[config.mk]
export PLATFORM = sky130hd
export DESIGN_NAME = pc_fetch
export DESIGN_NICKNAME = d
export VERILOG_FILES = /design/src/rtl/pc_fetch.sv
export SDC_FILE = /design/constraint.sdc
export NUM_CORES = 1
export LEC_CHECK = 0
export ABC_AREA = 0
export BUFFER_PORTS_ARGS = -buffer_cell sky130_fd_sc_hd__buf_2
export CAP_MARGIN = 20
export CORE_ASPECT_RATIO = 1.4
export CORE_MARGIN = 8
export CORE_UTILIZATION = 52
export DETAILED_ROUTE_END_ITERATION = 6
export GPL_TIMING_DRIVEN = 0
export PLACE_DENSITY = 0.86
export SLEW_MARGIN = 20
export SYNTH_ARGS = -nofsm -noshare
export SYNTH_HDL_FRONTEND = slang
export SYNTH_SLANG_ARGS = --single-unit
[constraint.sdc]
create_clock -name clk -period 5 [get_ports clk]
set_clock_uncertainty 0.2 [all_clocks]
set_input_delay 0 -clock clk [delete_from_list [all_inputs] [get_ports clk]]
set_output_delay 0 -clock clk [all_outputs]
set_load 0.02 [all_outputs]
[src/rtl/pc_fetch.sv]
// PC register and one-outstanding instruction-fetch sequencer.
// Hands fetched words to decode over valid/ready with stall and redirect.
module pc_fetch #(
    parameter logic [31:0] RESET_VECTOR = 32'h00000000
) (
    input  logic        clk,
    input  logic        rst,
    output logic [31:0] pc,
    input  logic [31:0] pc_plus4,
    input  logic        stall,
    input  logic        branch_taken,
    input  logic [31:0] branch_target,
    input  logic        jump,
    input  logic [31:0] jump_target,
    output logic        imem_req,
    output logic [31:0] imem_addr,
    input  logic        imem_valid,
    input  logic [31:0] imem_rdata,
    output logic [31:0] inst,
    output logic        inst_valid,
    input  logic        inst_ready,
    output logic        misaligned
);

    typedef enum logic [1:0] {
        IDLE    = 2'd0,
        FETCH   = 2'd1,
        HOLD    = 2'd2,
        DISCARD = 2'd3
    } state_t;

    state_t      state;
    state_t      state_nx;
    logic [31:0] fetch_addr;
    logic [31:0] target_raw;
    logic [31:0] target;
    logic        redirect;
    logic        advance;
    logic        take_redir;

    assign redirect   = jump | branch_taken;
    assign target_raw = jump ? jump_target : branch_target;
    assign target     = {target_raw[31:2], 2'b00};
    assign advance    = inst_ready & ~stall;
    // Redirects only take effect once the sequencer has left IDLE.
    assign take_redir = redirect & (state != IDLE);
    assign imem_addr  = fetch_addr;

    always_ff @(posedge clk or negedge rst) begin
        if (!rst) begin
            state <= IDLE;
        end else begin
            state <= state_nx;
        end
    end

    always_comb begin
        state_nx = state;
        unique case (state)
            IDLE: state_nx = FETCH;
            FETCH: begin
                if (redirect) begin
                    state_nx = imem_valid ? FETCH : DISCARD;
                end else if (imem_valid) begin
                    state_nx = HOLD;
                end
            end
            HOLD: begin
                if (redirect || advance) begin
                    state_nx = FETCH;
                end
            end
            DISCARD: begin
                if (imem_valid) begin
                    state_nx = FETCH;
                end
            end
            default: state_nx = IDLE;
        endcase
    end

    always_comb begin
        imem_req = (state == FETCH) || (state == DISCARD);
    end

    always_ff @(posedge clk or negedge rst) begin
        if (!rst) begin
            pc         <= RESET_VECTOR;
            fetch_addr <= RESET_VECTOR;
            inst       <= 32'h0;
            inst_valid <= 1'b0;
            misaligned <= 1'b0;
        end else begin
            if (take_redir) begin
                pc <= target;
                if (target_raw[1:0] != 2'b00) begin
                    misaligned <= 1'b1;
                end
            end else if (state == HOLD && advance) begin
                pc <= pc_plus4;
            end

            unique case (state)
                IDLE: fetch_addr <= pc;
                FETCH: begin
                    if (redirect) begin
                        if (imem_valid) begin
                            fetch_addr <= target;
                        end
                    end else if (imem_valid) begin
                        inst       <= imem_rdata;
                        inst_valid <= 1'b1;
                    end
                end
                HOLD: begin
                    if (redirect) begin
                        fetch_addr <= target;
                        inst_valid <= 1'b0;
                    end else if (advance) begin
                        fetch_addr <= pc_plus4;
                        inst_valid <= 1'b0;
                    end
                end
                DISCARD: begin
                    // A redirect landing with the stale response wins over pc.
                    if (imem_valid) begin
                        fetch_addr <= redirect ? target : pc;
                    end
                end
                default: fetch_addr <= fetch_addr;
            endcase
        end
    end

endmodule
# ---- Yosys cells after proc, flatten, opt, wreduce, memory -nomap -nowiden
# Index checks and enable logic that the tools add are counted.
dict set report classes {
  n_addsub 0
  multipliers 0
  n_div 0
  n_lt_le_gt_ge 0
  eq_ne 10
  n_shift 0
  mux 21
  n_bitwise 5
  n_reduce_logical 13
}
# op count
set ops {}
lappend ops {{$mux 32} 9}
lappend ops {{$pmux 32 s4} 1}
lappend ops {{$mux 2} 5}
lappend ops {{$ne 2x2->1 const B} 5}
lappend ops {{$pmux 2 s4} 1}
lappend ops {{$reduce_and 4->1} 2}
lappend ops {{$reduce_bool 2->1} 4}
lappend ops {{$ne 3x3->1 const B} 2}
lappend ops {{$reduce_and 3->1} 2}
lappend ops {{$eq 2x2->1 const B} 2}
lappend ops {{$mux 1} 4}
lappend ops {{$and 1x1->1} 2}
lappend ops {{$eq 2x1->1 const B} 1}
lappend ops {{$logic_not 2->1} 1}
lappend ops {{$logic_or 1x1->1} 2}
lappend ops {{$not 1->1} 2}
lappend ops {{$pmux 1 s2} 1}
lappend ops {{$reduce_and 2->1} 1}
lappend ops {{$logic_and 1x1->1} 1}
lappend ops {{$or 1x1->1} 1}
dict set report word_totals {
  regBits 100
  latch_bits 0
  mem_bits_rw 0
  romBits 0
  output_inout_bits 99
  wordCells 55
  mem_count 0
}

# ---- Depth between registers and ports, before layout
# Gate-level depths: netlist (run 1).
dict set report depth {
  depth_word 5
  depth_mapped 7
  depth_no_buf 4
}

# ---- Least setup slack after synthesis (run 1)
# Ideal clock, no wire load.
dict set report synth_timing {
  path_kind {register to register}
  start {reg state[1]}
  end {reg fetch_addr[25], in the netlist imem_addr[25]}
  setup_time_ns 0.125
  t_arrival_ns 1.492
  t_required_ns 4.675
  slack_ns 3.183
  path_stages_with_launch 8
  cell_sequence {dfrtp_1 > buf_4 > and4bb_2 > buf_4 > buf_4 > nand2_1 > o221ai_1 > mux2_4}
}
dict set report synth_via {
  elab_chain_cells 3
}
# element line
set synth_rtl {}
lappend synth_rtl {{start: declaration} 32} ;# state_t state;
lappend synth_rtl {{start signal: assignment} 53} ;# state <= state_nx;
lappend synth_rtl {{$eq 2x2->1 / $eq 2x1->1 (equally long branches)} 103} ;# unique case (state)
lappend synth_rtl {{$ne 3x3->1 (no source line) / $ne 2x2->1 (equally long branches)} n/a}
lappend synth_rtl {{$reduce_and 4->1 (no source line)} n/a}
lappend synth_rtl {{end signal: assignment} 104} ;# IDLE: fetch_addr <= pc;
lappend synth_rtl {{end signal: assignment} 108} ;# fetch_addr <= target;
lappend synth_rtl {{end signal: assignment} 117} ;# fetch_addr <= target;
lappend synth_rtl {{end: declaration} 34} ;# logic [31:0] fetch_addr;
# Parallel ways exist; a longest one is shown, timed or not.
# A chain may end at the register's enable or synchronous reset.

# ---- Final worst setup path (run 1)
dict set report layout_timing {
  start {reg state[1]}
  end {reg pc[15]}
}
dict set report layout_via {
  elab_chain_cells 3
}
# element line
set layout_rtl {}
lappend layout_rtl {{$reduce_bool 2->1 / $eq 2x2->1 (equally long branches)} {46, 99}}
lappend layout_rtl {{$and 1x1->1 / $logic_and 1x1->1 (equally long branches)} {46, 99}}
lappend layout_rtl {{$mux 32 / $reduce_bool 2->1 (equally long branches)} n/a}
lappend layout_rtl {{end signal: assignment} 95} ;# pc <= target;
lappend layout_rtl {{end signal: assignment} 100} ;# pc <= pc_plus4;
lappend layout_rtl {{end: declaration} 8} ;# output logic [31:0] pc,
# Parallel ways exist; a longest one is shown, timed or not.

==> results.txt, run 1 <==
- The flow ran to the end, but the final reports show violations.
* Violated checks: design-rule violations
- GRT Total Usage: between 30 and 40%
- Static timing analysis puts the maximum clock frequency at around 0.36 GHz.
- For this run the aggregate overflow at the end of global routing stands at 0.
- The worst hold path passes through 4 cells.
- The number of global-route vias before repair was 7433.
* Leakage power: 0.00413 uW
- The worst setup path is captured at a flip-flop.
- Worst ir drop on vdd: about 0.23 mV
- Die height: 139 um
* Crit path max-delay cell type: dlygate4sd3_1
- Summing all non-filler instances in the final layout gives an area of 8800 sq um.
* Critical Path Start Type: flip-flop
* Total number of vias: approximately 7.0k
- Of the available clock period, the critical path in the final layout requires a little under three fifths.
- Relative contribution of combinational cells to total power: 36.2%
- Synth Warn #: 0
- Total length of routed wires: 25200 um
- The first routing iteration left 812 violations.
- H-tree levels: 3
* Std-Cell Core Area: 10700 sq um
- TritonCTS created 9 clock buffers.
- I/O pin total: 234
- On the critical path the largest part of the delay comes from buffers and inverters.
- The total count of max-transition violations in the final report is 0.
- Cell area after synthesis: 5610 sq um
* Delay of the slowest cell on the worst path: 0.60 ns
- Number of nets in the final layout: 1143
- Using the TritonRoute via totals, the vias-per-cell ratio works out to 6.07.
- The die is 104 um wide.
* Internal power of the cells: 1800 uW
- The library cells used most frequently in the layout, excluding fill and tap cells, are buf_2, dlygate4sd3_1, dfrtp_1, nand2_1, o21ai_0.
- FFs w/ async S/R, synth: between 90% and 100%
- Final Critical Period: 2.82 ns
* Arrival time of the worst setup path: around 2.8 ns
- The setup check on the worst reg-to-reg path leaves a slack of 2.18 ns.
* Category of the most critical setup path: flip-flop to flip-flop
* Clock transition time at the flip-flop clock pins of the worst setup and hold paths: approximately 0.07 ns
- Summing the sequential cell areas from Yosys gives 44.6% of the chip area.
- Final TNS setup: 0 ns
- Final weighted congestion in routability-driven placement: 0.955
- Switching Power: 1010 uW
- Detailed placement ended at an HPWL of 15900 um.
- Per report_power, the sequential group accounts for 38.0% of the total.
- For the worst setup path, the data required time is roughly 5 ns.
- Fill cells in the final layout number around 640.
* Pin count of the biggest net entering global routing: 60
- After floorplanning, the core was divided into 45 placement rows.
- In this run, synthesis inferred 0 flip-flops with an integrated enable.
- The cell count after synthesis came out at 614.
* Top_reg_cell synth: dfrtp_1
- Worst Slack Setup Final: 2.18 ns
* Max cap viols: 0
- Starting Density: a little over half
- The library cell used most frequently in the layout, excluding fill and tap cells, is buf_2.
- Synthesized area per cell: 9.13 sq um
- At the later pin of the worst-skew pair, clock insertion delay measures 0.35 ns.
- CTS placed an instance of clkbuf_16 at the clock tree root.
* Area of the multi-input gates: 2730 sq um
* Setup Slack @ Placement: 2.80 ns
- Worst Hold Path EP: imem_addr[19]$_DFFE_PN0P_
- Share of post-route cells with drive strength above 1: about a third
- Number of setup violations in the final report: 0
- TritonCTS built the clock tree.
- Crit path buf inv count: 4
- In this run the power density over the cells is 319 nW/um^2.
- The number of antenna violations at the first check in global routing is 1.
* Hold_ws: about 0.012 ns
* Area taken by flip-flops and latches: 2500 sq um
* Area growth, synth to finish: 57.0%
* Average detailed-routed wire length per instance: 21.8 um
* Die area: around 14000 sq um
* Post-detailed-route DRC marker count: 2
- The first detailed-routing pass ran for 7 iterations.
* Launch point of the worst reg-to-reg path: state[1]$_DFFE_PN0P_
- For this design, the sink count on the clock tree is 100.
- Measured slew at the worst slew-check pin: 0.769 ns
- Class of the tightest hold or removal check: primary input to flip-flop
- Number of antenna-violating nets in the routed design: 0
- Synthesis instantiated 41 different standard cells from the library.
* Syn Nets: 749
- Cells traversed along the worst timing path: buf_4 -> buf_4 -> nor2_1 -> nor2_1 -> clkbuf_1 -> and3_1 -> a31oi_1 -> dlygate4sd3_1
- Switch share: 36.0%
- In this run, synthesis produced a sequential element count of 100.
- Share of power burned in the clock network: around a quarter
- Buffers placed on the I/O ports in this run total 232.
* RSZ-0062 raised after global routing: false
- Once placement finished, the instance area stood at 6980 sq um.
- The worst hold path begins at branch_target[19].
- The longest clock path from root to sink contains 2 buffers.
- The final number of hold-violating endpoints is 0.
- Worst slew margin relative to its limit: 48.7%
* Length in cells of the worst reg-to-reg path: 8
- Global-route wire length before repair: 39600 um
- Along the worst path, the maximum fanout reaches 10.
- Crit Reg-Reg Endpoint: pc[15]$_DFFE_PN0P_
* Number of gates given a new drive strength after cts: 0
layer usage:
metal / share of wire [%] / vias up / GRT usage, % / routed length (um)
met3: 10 / 147 / 8.14 / 2520
met5: 0 / - / 0 / 0
met2: 50 / 621 / 60.3 / 12500
li1: - / 2986 / - / -
met1: 34 / 3259 / 36.5 / 8640
met4: 6.1 / 0 / 18.8 / 1530
cell families (layout without fill, tap and decap cells):
family / count (synthesis) / after routing / share of synthesized area, %
flops: 100 / 100 / 44.6
other cells: 0 / 1 / 0
mux: 53 / 53 / 11.1
compound gates: 185 / 185 / 21.2
simple gates: 199 / 199 / 16.4
buf+inv: 77 / 476 / 6.65
Yosys cell counts, types with 8 or more instances:
master | n | area share (%)
o22ai_1 | 10 | 1.1
and3_1 | 8 | 0.89
nand3_1 | 9 | 0.80
o31ai_1 | 12 | 1.6
clkbuf_1 | 28 | 1.9
inv_1 | 22 | 1.5
a222oi_1 | 10 | 1.8
o21ai_0 | 64 | 5.7
nand2b_1 | 14 | 1.6
nor2_1 | 29 | 1.9
buf_2 | 16 | 1.4
a211oi_1 | 8 | 1.1
dfrtp_1 | 100 | 45
a21oi_1 | 13 | 1.2
nor2b_1 | 15 | 1.7
nand2_1 | 99 | 6.6
a221oi_1 | 10 | 1.6
mux2_2 | 46 | 9.2
a31oi_1 | 41 | 4.6
flip-flops by register name, indices dropped and copies added (netlist names):
| register | flops |
|---|---|
| pc | 32 |
| misaligned | 1 |
| inst | 32 |
| inst_valid | 1 |
| state | 2 |
| imem_addr | 32 |
worst max path at each step:
stage	start	endpoint	slack, ns	depth (start not counted)
floorplan	state[1]$_DFFE_PN0P_	imem_addr[25]$_DFFE_PN0P_	3.18	7
global placement	rst	inst[9]$_DFFE_PN0P_	2.66	1
detailed placement	state[1]$_DFFE_PN0P_	imem_addr[6]$_DFFE_PN0P_	2.80	6
CTS	state[0]$_DFFE_PN0P_	imem_addr[26]$_DFFE_PN0P_	2.27	6
global route	state[0]$_DFFE_PN0P_	pc[27]$_DFFE_PN0P_	2.09	7
finish	state[1]$_DFFE_PN0P_	pc[15]$_DFFE_PN0P_	2.18	8
tightest hold or removal path, stage by stage:
cell and delay (ns):
buf_2 0.07, mux2_2 0.15, a222oi_1 0.07, o21ai_0 0.22
final cells by class:
cell class | count | share of cell area, %
diodes | 1 | 0.0284
plain buffers | 55 | 3.30
clock buffers | 9 | 2.56
clock inverters | 7 | 0.952
inverters | 22 | 0.938
multi-input cells | 437 | 31.0
flip-flops and latches | 100 | 28.4
well taps | 141 | 2.00
repair buffers | 383 | 30.7
power by group through the flow:
stage          clock (uW)  sequential, uW  combinational, uW
3_5_place_dp            0            1070                856
4_1_cts               729            1050                980
3_3_place_gp            0            1060                833
2_1_floorplan           0            1250                316
6_report              725            1070               1020
5_1_grt               761            1080               1080
stage by stage:
step	utilization [%]	instances	power (uW)
global route	82.3	1155	2920
global placement	64.9	987	1890
CTS	82.3	1154	2760
floorplan	-	614	1570
finish	82.3	1155	2810
detailed placement	65.2	988	1920
what timing repair did:
item | CTS | global route
hold buffers | 150 | 0
hold endpoints to repair | 198 | 0
setup endpoints to repair | 0 | 0
buffers inserted | 0 | 0
No activity file was read; power rests on OpenSTA's default activity.
==> run 2, diff against run 1 <==
--- a/config.mk
+++ b/config.mk
@@ -5,15 +5,15 @@
 export SDC_FILE = /design/constraint.sdc
 export NUM_CORES = 1
 export LEC_CHECK = 0
-export ABC_AREA = 0
+export ABC_AREA = 1
 export BUFFER_PORTS_ARGS = -buffer_cell sky130_fd_sc_hd__buf_2
 export CAP_MARGIN = 20
 export CORE_ASPECT_RATIO = 1.4
 export CORE_MARGIN = 8
-export CORE_UTILIZATION = 52
+export CORE_UTILIZATION = 50
 export DETAILED_ROUTE_END_ITERATION = 6
 export GPL_TIMING_DRIVEN = 0
-export PLACE_DENSITY = 0.86
+export PLACE_DENSITY = 0.82
 export SLEW_MARGIN = 20
 export SYNTH_ARGS = -nofsm -noshare
 export SYNTH_HDL_FRONTEND = slang
==> constraint.sdc (replaced) <==
create_clock -name clk -period 2.7 [get_ports clk]
set_clock_uncertainty 0.2 [all_clocks]
set_input_delay 0 -clock clk [delete_from_list [all_inputs] [get_ports clk]]
set_output_delay 0 -clock clk [all_outputs]
set_load 0.02 [all_outputs]
==> run 2 against run 1 <==
The run now ends clean. Synthesized cell count rose by 42%. Die area rose by 8.6%. Combinational power rose to 5.3 times the previous value. Worst setup slack got worse by 2.2 ns. Critical path depth rose by 5. Flip-flop and latch count did not move. Critical path type is now primary input to flip-flop.
==> results.txt, run 2 <==
* Power per cell area: around 1000 nW/um^2
- The flow ran to the end, and the final reports show no timing, DRC or antenna violations.
- The synthesized design contains 100 register bits.
* Sink count of the clock tree: 100
- Post-synth EDFFs: 0
* Measured slew at the worst slew-check pin: 0.604 ns
* Maximum clock path buffer count: 2
- Summed over all layers, the routed wires come to ~26000 um.
- # diodes: 0
* Final weighted congestion in routability-driven placement: roughly 0.95
- Category of the most critical setup path: primary input to flip-flop
* Die Wd: 108 um
* Cell area after layout: 9380 sq um
* Max-slew violation count: 0
- FFs w/ async S/R, synth: 100%
* Synth Warn #: 0
- For this run the aggregate overflow at the end of global routing stands at 0.
- The most common cell in the synthesized netlist is nand2_1.
* Count of input and output buffers: 232
- Critical Path Start Type: primary input
- Global-route wire length before repair: 41500 um
- Leading cell types in the layout, fill and taps excluded: nand2_1, buf_2, dlygate4sd3_1, dfrtp_1, nand3_1
- Cell area after placement: 7310 sq um
* GRT Total Usage: around 34%
- Worst slew margin relative to its limit: 59.7%
- For this design the static power due to leakage is 0.00526 uW.
* Fillers: 722
- After floorplanning, the core was divided into 47 placement rows.
- Final TNS setup: 0 ns
- The final critical path takes up 98.8% of the cycle.
* Average detailed-routed wire length per instance: between 15 and 20 um
- The core region is 11700 sq um.
- Unique cell type count in the Yosys netlist: 29
* I/O pin total: 234
- Post-synthesis sequential area ratio: 42.2%
* Initial drt markers: 888
- Of all nets on the critical path, the largest fanout is 10.
- Across the VDD grid, the largest voltage drop is ~0.57 mV.
- Sum of net half-perimeters after detailed placement: 16300 um
- The worst setup path is captured at a flip-flop.
* Starting Density: 50.7%
- dfrtp_1 takes more of the synthesized area than any other cell.
* Cells traversed along the worst timing path: dlygate4sd3_1 -> buf_4 -> inv_1 -> nand2_2 -> buf_8 -> buf_8 -> nand3_1 -> dlygate4sd3_1 -> nand2_1 -> nand3_1 -> dlygate4sd3_1 -> nand2_1 -> nand2_1
* Most common cell after layout, fill and taps aside: nand2_1
- The floorplan step set the die height to 145 um.
- Once the clock tree was built, the setup fixing pass inserted 0 buffers.
- Final Critical Period: ~2.7 ns
- Entering global routing, the biggest net connects 60 pins.
- Timing would allow up to 0.375 GHz.
- Cell area after synthesis: between 5000 and 6000 sq um
* Antenna violations before repair: 0
- Clock transition time at the flip-flop clock pins of the worst setup and hold paths: 0.08 ns
- The H-tree was split into 3 levels.
* Syn Inst Count: 869
- TritonCTS clock tree: done
- Clock latency on the worst-skew pair: 0.35 ns
- The number of nets in the synthesized netlist is roughly 1k.
* CTS Buf Count: 9
- Die area: around 16000 sq um
* Post-detailed-route DRC marker count: 0
* Most used standard cells in the synthesized netlist: nand2_1, dfrtp_1, nand3_1, inv_1, nor2_1
- RSZ-0062 raised after global routing: false
* Share of post-route cells with drive strength above 1: 24.8%
* Synth area leaders: dfrtp_1, nand2_1, nand3_1, inv_1, buf_6
- Across the run, the number of max-cap violations was 0.
* Clock root buffer master: clkbuf_16
* Number of antenna-violating nets in the routed design: 0
- Arrival time of the worst setup path: 2.71 ns
- Yosys top cell area share: 42.2%
- In the routed layout, each cell is associated on average with a via count of 5.46.
- Number of global-route vias before repair: 8053
- In the synthesized netlist the dominant register cell turns out to be dfrtp_1.
* Delay of the slowest cell on the worst path: 0.57 ns
* Endpoint required time on the critical path: 2.74 ns
* Number of setup violations in the final report: 0
- Area growth, synth to finish: 58.2%
* Number of iterations in the first detailed-routing pass: 5
* Fin. Hold Viols: 0
* Total number of vias: 7856
- Class of the tightest hold or removal check: primary input to flip-flop
* Synthesized area per cell: just under 7 sq um
- Number of nets in the final layout: 1423
- Crit path max-delay cell type: dlygate4sd3_1
==> run 2: area by class of cell <==
| class | count | area [sq um] | share of cell area [%] |
|---|---|---|---|
| timing repair buffer | 408 | 2960 | 31.6 |
| clock buffer | 9 | 225 | 2.40 |
| tap | 147 | 184 | 1.96 |
| inverter | 54 | 210 | 2.24 |
| multi-input combinational | 665 | 2870 | 30.6 |
| buffer | 50 | 365 | 3.90 |
| sequential | 100 | 2500 | 26.7 |
| clock inverter | 6 | 62.6 | 0.667 |
==> run 2: worst paths after layout <==
check	start	slack, ns	cells past startpoint	to
setup / recovery	branch_taken	0.03	13	imem_addr[19]$_DFFE_PN0P_
hold / removal	branch_target[30]	0.05	9	imem_addr[30]$_DFFE_PN0P_
setup reg to reg	state[0]$_DFFE_PN0P_	0.08	10	pc[11]$_DFFE_PN0P_
hold reg to reg	inst[1]$_DFFE_PN0P_	0.27	2	inst[1]$_DFFE_PN0P_
max in group asynchronous	rst	1.49	4	inst[20]$_DFFE_PN0P_
min in group asynchronous	rst	0.51	4	pc[24]$_DFFE_PN0P_
==> run 2: per-stage QoR <==
step	cells	power, uW	util (%)	setup slack (ns)	hold slack [ns]
floorplan	869	5560	-	1.14	-0.496
global placement	1248	7080	62.2	0.321	0.00247
detailed placement	1249	7170	62.5	0.792	-0.259
CTS	1439	9090	80.0	0.0624	0.00670
global route	1439	9890	80.1	0.00782	0.106
finish	1439	9340	80.1	0.0328	0.0509
==> run 2: worst max-delay path, delay by kind of cell <==
family	cells	cell delay (ns)
buf+inv	7	2.18
simple gates	6	0.50
==> run 2: timing repair <==
item | CTS | global route
gates resized for setup | 0 | 6
endpoints found under the hold margin | 200 | 0
setup endpoints to repair | 0 | 12
hold buffers | 175 | 0
==> run 2: power by group <==
| part | internal, uW | switching (uW) |
|---|---|---|
| clock | 716 | 593 |
| combinational | 2050 | 3390 |
| sequential | 2170 | 424 |
==> run 2: layer usage <==
layer	wire length, um	global-route usage (%)	vias up	part of all wire (%)
met5	0	0	-	0
met4	1460	20.9	0	5.6
met3	2820	8.47	130	11
met2	13000	57.2	615	50
met1	8950	37.2	3565	34
li1	-	-	3546	-
==> run 2: kinds of logic after synthesis <==
family,Yosys count,share of synthesized area [%]
compound gates,58,6.20
flops,100,42.2
buf+inv,104,9.45
simple gates,607,42.1
==> run 3, diff against run 2 <==
--- a/config.mk
+++ b/config.mk
@@ -10,10 +10,10 @@
 export CAP_MARGIN = 20
 export CORE_ASPECT_RATIO = 1.4
 export CORE_MARGIN = 8
-export CORE_UTILIZATION = 50
+export CORE_UTILIZATION = 53
 export DETAILED_ROUTE_END_ITERATION = 6
 export GPL_TIMING_DRIVEN = 0
-export PLACE_DENSITY = 0.82
+export PLACE_DENSITY = 0.86
 export SLEW_MARGIN = 20
 export SYNTH_ARGS = -nofsm -noshare
 export SYNTH_HDL_FRONTEND = slang
==> constraint.sdc (replaced) <==
create_clock -name clk -period 3.4 [get_ports clk]
set_clock_uncertainty 0.2 [all_clocks]
set_input_delay 0 -clock clk [delete_from_list [all_inputs] [get_ports clk]]
set_output_delay 0 -clock clk [all_outputs]
set_load 0.02 [all_outputs]
==> run 3 against run 2 <==
The run now ends with design-rule violations left. Critical endpoint unchanged. Cell count fell by 0.21%. Global-route usage grew 6.6 points. Highest routed layer unchanged. Sequential share of layout area is the same. Register-to-register slack improved by 0.59 ns. Worst setup slack improved by 0.42 ns. Critical path type unchanged.
==> results.txt, run 3 (synthesized netlist as in run 2, its figures left out) <==
- Post-detailed-route DRC marker count: 1
- The analysis attributes to cell leakage a power of 0.00525 uW.
* Final weighted congestion in routability-driven placement: 0.942
- Detailed placement finished with a half-perimeter wire length of 16100 um.
- The internal portion of the total power is 3880 uW.
- Final TNS setup: 0 ns
- # diodes: 0
* Count of input and output buffers: approximately 230
- The final reports fail on design-rule violations.
- The design draws 7590 uW.
- At the worst endpoint, the arrival time is 3.01 ns.
* Number of placement rows: 45
- Setup violations remaining at the end of the flow were counted as 0.
- Switch share: 48.9%
- The die is about 140 um tall.
- The clock network burns 13.8% of the power.
- Relative contribution of combinational cells to total power: between 50% and 60%
- In the finished design, the share of the clock period the worst path needs comes to 86.8%.
- Pin count of the biggest net entering global routing: 74
- Critical Path Start Type: primary input
* Area growth, synth to finish: 58.2%
- Of all nets on the critical path, the largest fanout is 10.
- Counting the buffers created by CTS gives 9.
* Max-slew violation count: 0
* Antenna violations before repair: 0
- In the final layout, the share of cells above drive strength 1 is 24.8%.
- Final Critical Period: 2.95 ns
- Clock latency on the worst-skew pair, taken at its later pin, is 0.36 ns.
* Power per cell area: 810 nW/um^2
- Across the VDD grid, the largest voltage drop is 0.497 mV.
- Per report_power, the sequential group accounts for 27.5% of the total.
* Setup Slack @ Placement: 1.57 ns
- Once detail routing completed, the nets flagged for antenna violations numbered 0.
* Switching Power: 3710 uW
* Max cap viols: 0
* RSZ-0062 raised after global routing: false
- Category of the most critical setup path: primary input to flip-flop
- Class of the tightest hold or removal check: primary input to flip-flop
* Clock root buffer master: clkbuf_16
* Number of vias per cell after detailed routing: 6.04
* GRT Total Usage: between 40% and 50%
* Total length of routed wires: 30200 um
- The final number of hold-violating endpoints was 0.
- Number of cells traversed by the worst hold path: 9
* Number of iterations in the first detailed-routing pass: 7
* Die area: ~15000 sq um
- Starting Density: 54.6%
* Endpoint required time on the critical path: 3.46 ns
- Global-route wire length before repair: 47500 um
- The number of global-route vias before repair was around 9.0k.
- Timing would allow up to 0.339 GHz.
- Cell area after layout: ~9400 sq um
- Summing over every cut layer, the via total after detailed routing is 8667.
- Initial drt markers: between 1k and 1.5k
* Length in cells of the worst reg-to-reg path: 10
- The tree built by TritonCTS fans out to 100 sinks.
* TritonCTS clock tree: done
* Maximum clock path buffer count: 2
* Most common cell after layout, fill and taps aside: nand2_1
* I/O pin total: 234
* Die Wd: 105 um
- After detailed placement, the total cell area comes to 7300 sq um.
* Average detailed-routed wire length per instance: approximately 21 um
* Congestion Overflow GR: 0
- The total area inside the core boundary comes to 10900 sq um.
- The H-tree was split into 3 levels.
- Clock-pin slew was measured on the worst setup and hold paths at 0.08 ns.
- Kind of end point of the critical path: flip-flop
- The net count of the finished layout is 1425.
* Final standard cell utilization of the core: 86.3%
- Outcome: finished with violations
- For the pin with the worst max-slew slack, the measured transition is 0.623 ns.
* Worst Slack Setup Final: around 0.45 ns
* Worst slew margin relative to its limit: 58.5%
* Leading cell types in the layout, fill and taps excluded: nand2_1, buf_2, dlygate4sd3_1, dfrtp_1, nand3_1
## run 3: power groups by stage
stage / clock network [uW] / registers, uW / logic (uW)
3_5_place_dp: 0 / 2060 / 3630
2_1_floorplan: 0 / 2680 / 1730
3_3_place_gp: 0 / 2030 / 3560
6_report: 1050 / 2090 / 4460
4_1_cts: 1040 / 2040 / 4130
5_1_grt: 1100 / 2130 / 4720
## run 3: through the flow
step           cells  hold slack, ns
2_1_floorplan    869          -0.496
3_3_place_gp    1242      -0.0000685
3_5_place_dp    1243          -0.298
4_1_cts         1436         0.00283
5_1_grt         1436          0.0899
6_report        1436          0.0673
## run 3: final timing paths
kind / slack [ns] / endpoint / start
worst max-delay path: 0.45 / imem_addr[19]$_DFFE_PN0P_ / jump
worst min-delay path: 0.07 / imem_addr[30]$_DFFE_PN0P_ / jump_target[30]
worst max register to register: 0.67 / pc[12]$_DFFE_PN0P_ / state[0]$_DFFE_PN0P_
worst min register to register: 0.27 / inst[20]$_DFFE_PN0P_ / inst[20]$_DFFE_PN0P_
max in group asynchronous: 2.14 / pc[20]$_DFFE_PN0P_ / rst
min in group asynchronous: 0.48 / pc[24]$_DFFE_PN0P_ / rst
## run 3: repair_timing
item	in CTS	in global routing
hold endpoints to repair	200	0
hold buffers	177	0
resized for setup	0	0
setup buffers	0	0
## run 3: layer usage
metal,global-route usage [%],vias to the layer above,share of wire [%]
met5,0,-,0
met4,32.1,0,9.7
met2,65.9,953,46
met3,13.4,336,12
li1,-,3557,-
met1,41.9,3821,31
## run 3: final cells by class
cell class,count,area (sq um)
inverters,54,210
well taps,141,176
multi-input cells,665,2870
repair buffers,410,2980
fillers,538,1490
flip-flops and latches,100,2500
clock inverters,6,56.3
plain buffers,50,350
clock buffers,10,239
## run 3: worst max-delay path, stage by stage
cell	delay, ns
dlygate4sd3_1	0.56
buf_4	0.20
inv_2	0.10
nand2_2	0.13
buf_4	0.23
buf_4	0.23
nand3_1	0.13
dlygate4sd3_1	0.59
nand2_1	0.08
nand3_1	0.07
dlygate4sd3_1	0.57
nand2_1	0.07
nand2_1	0.04
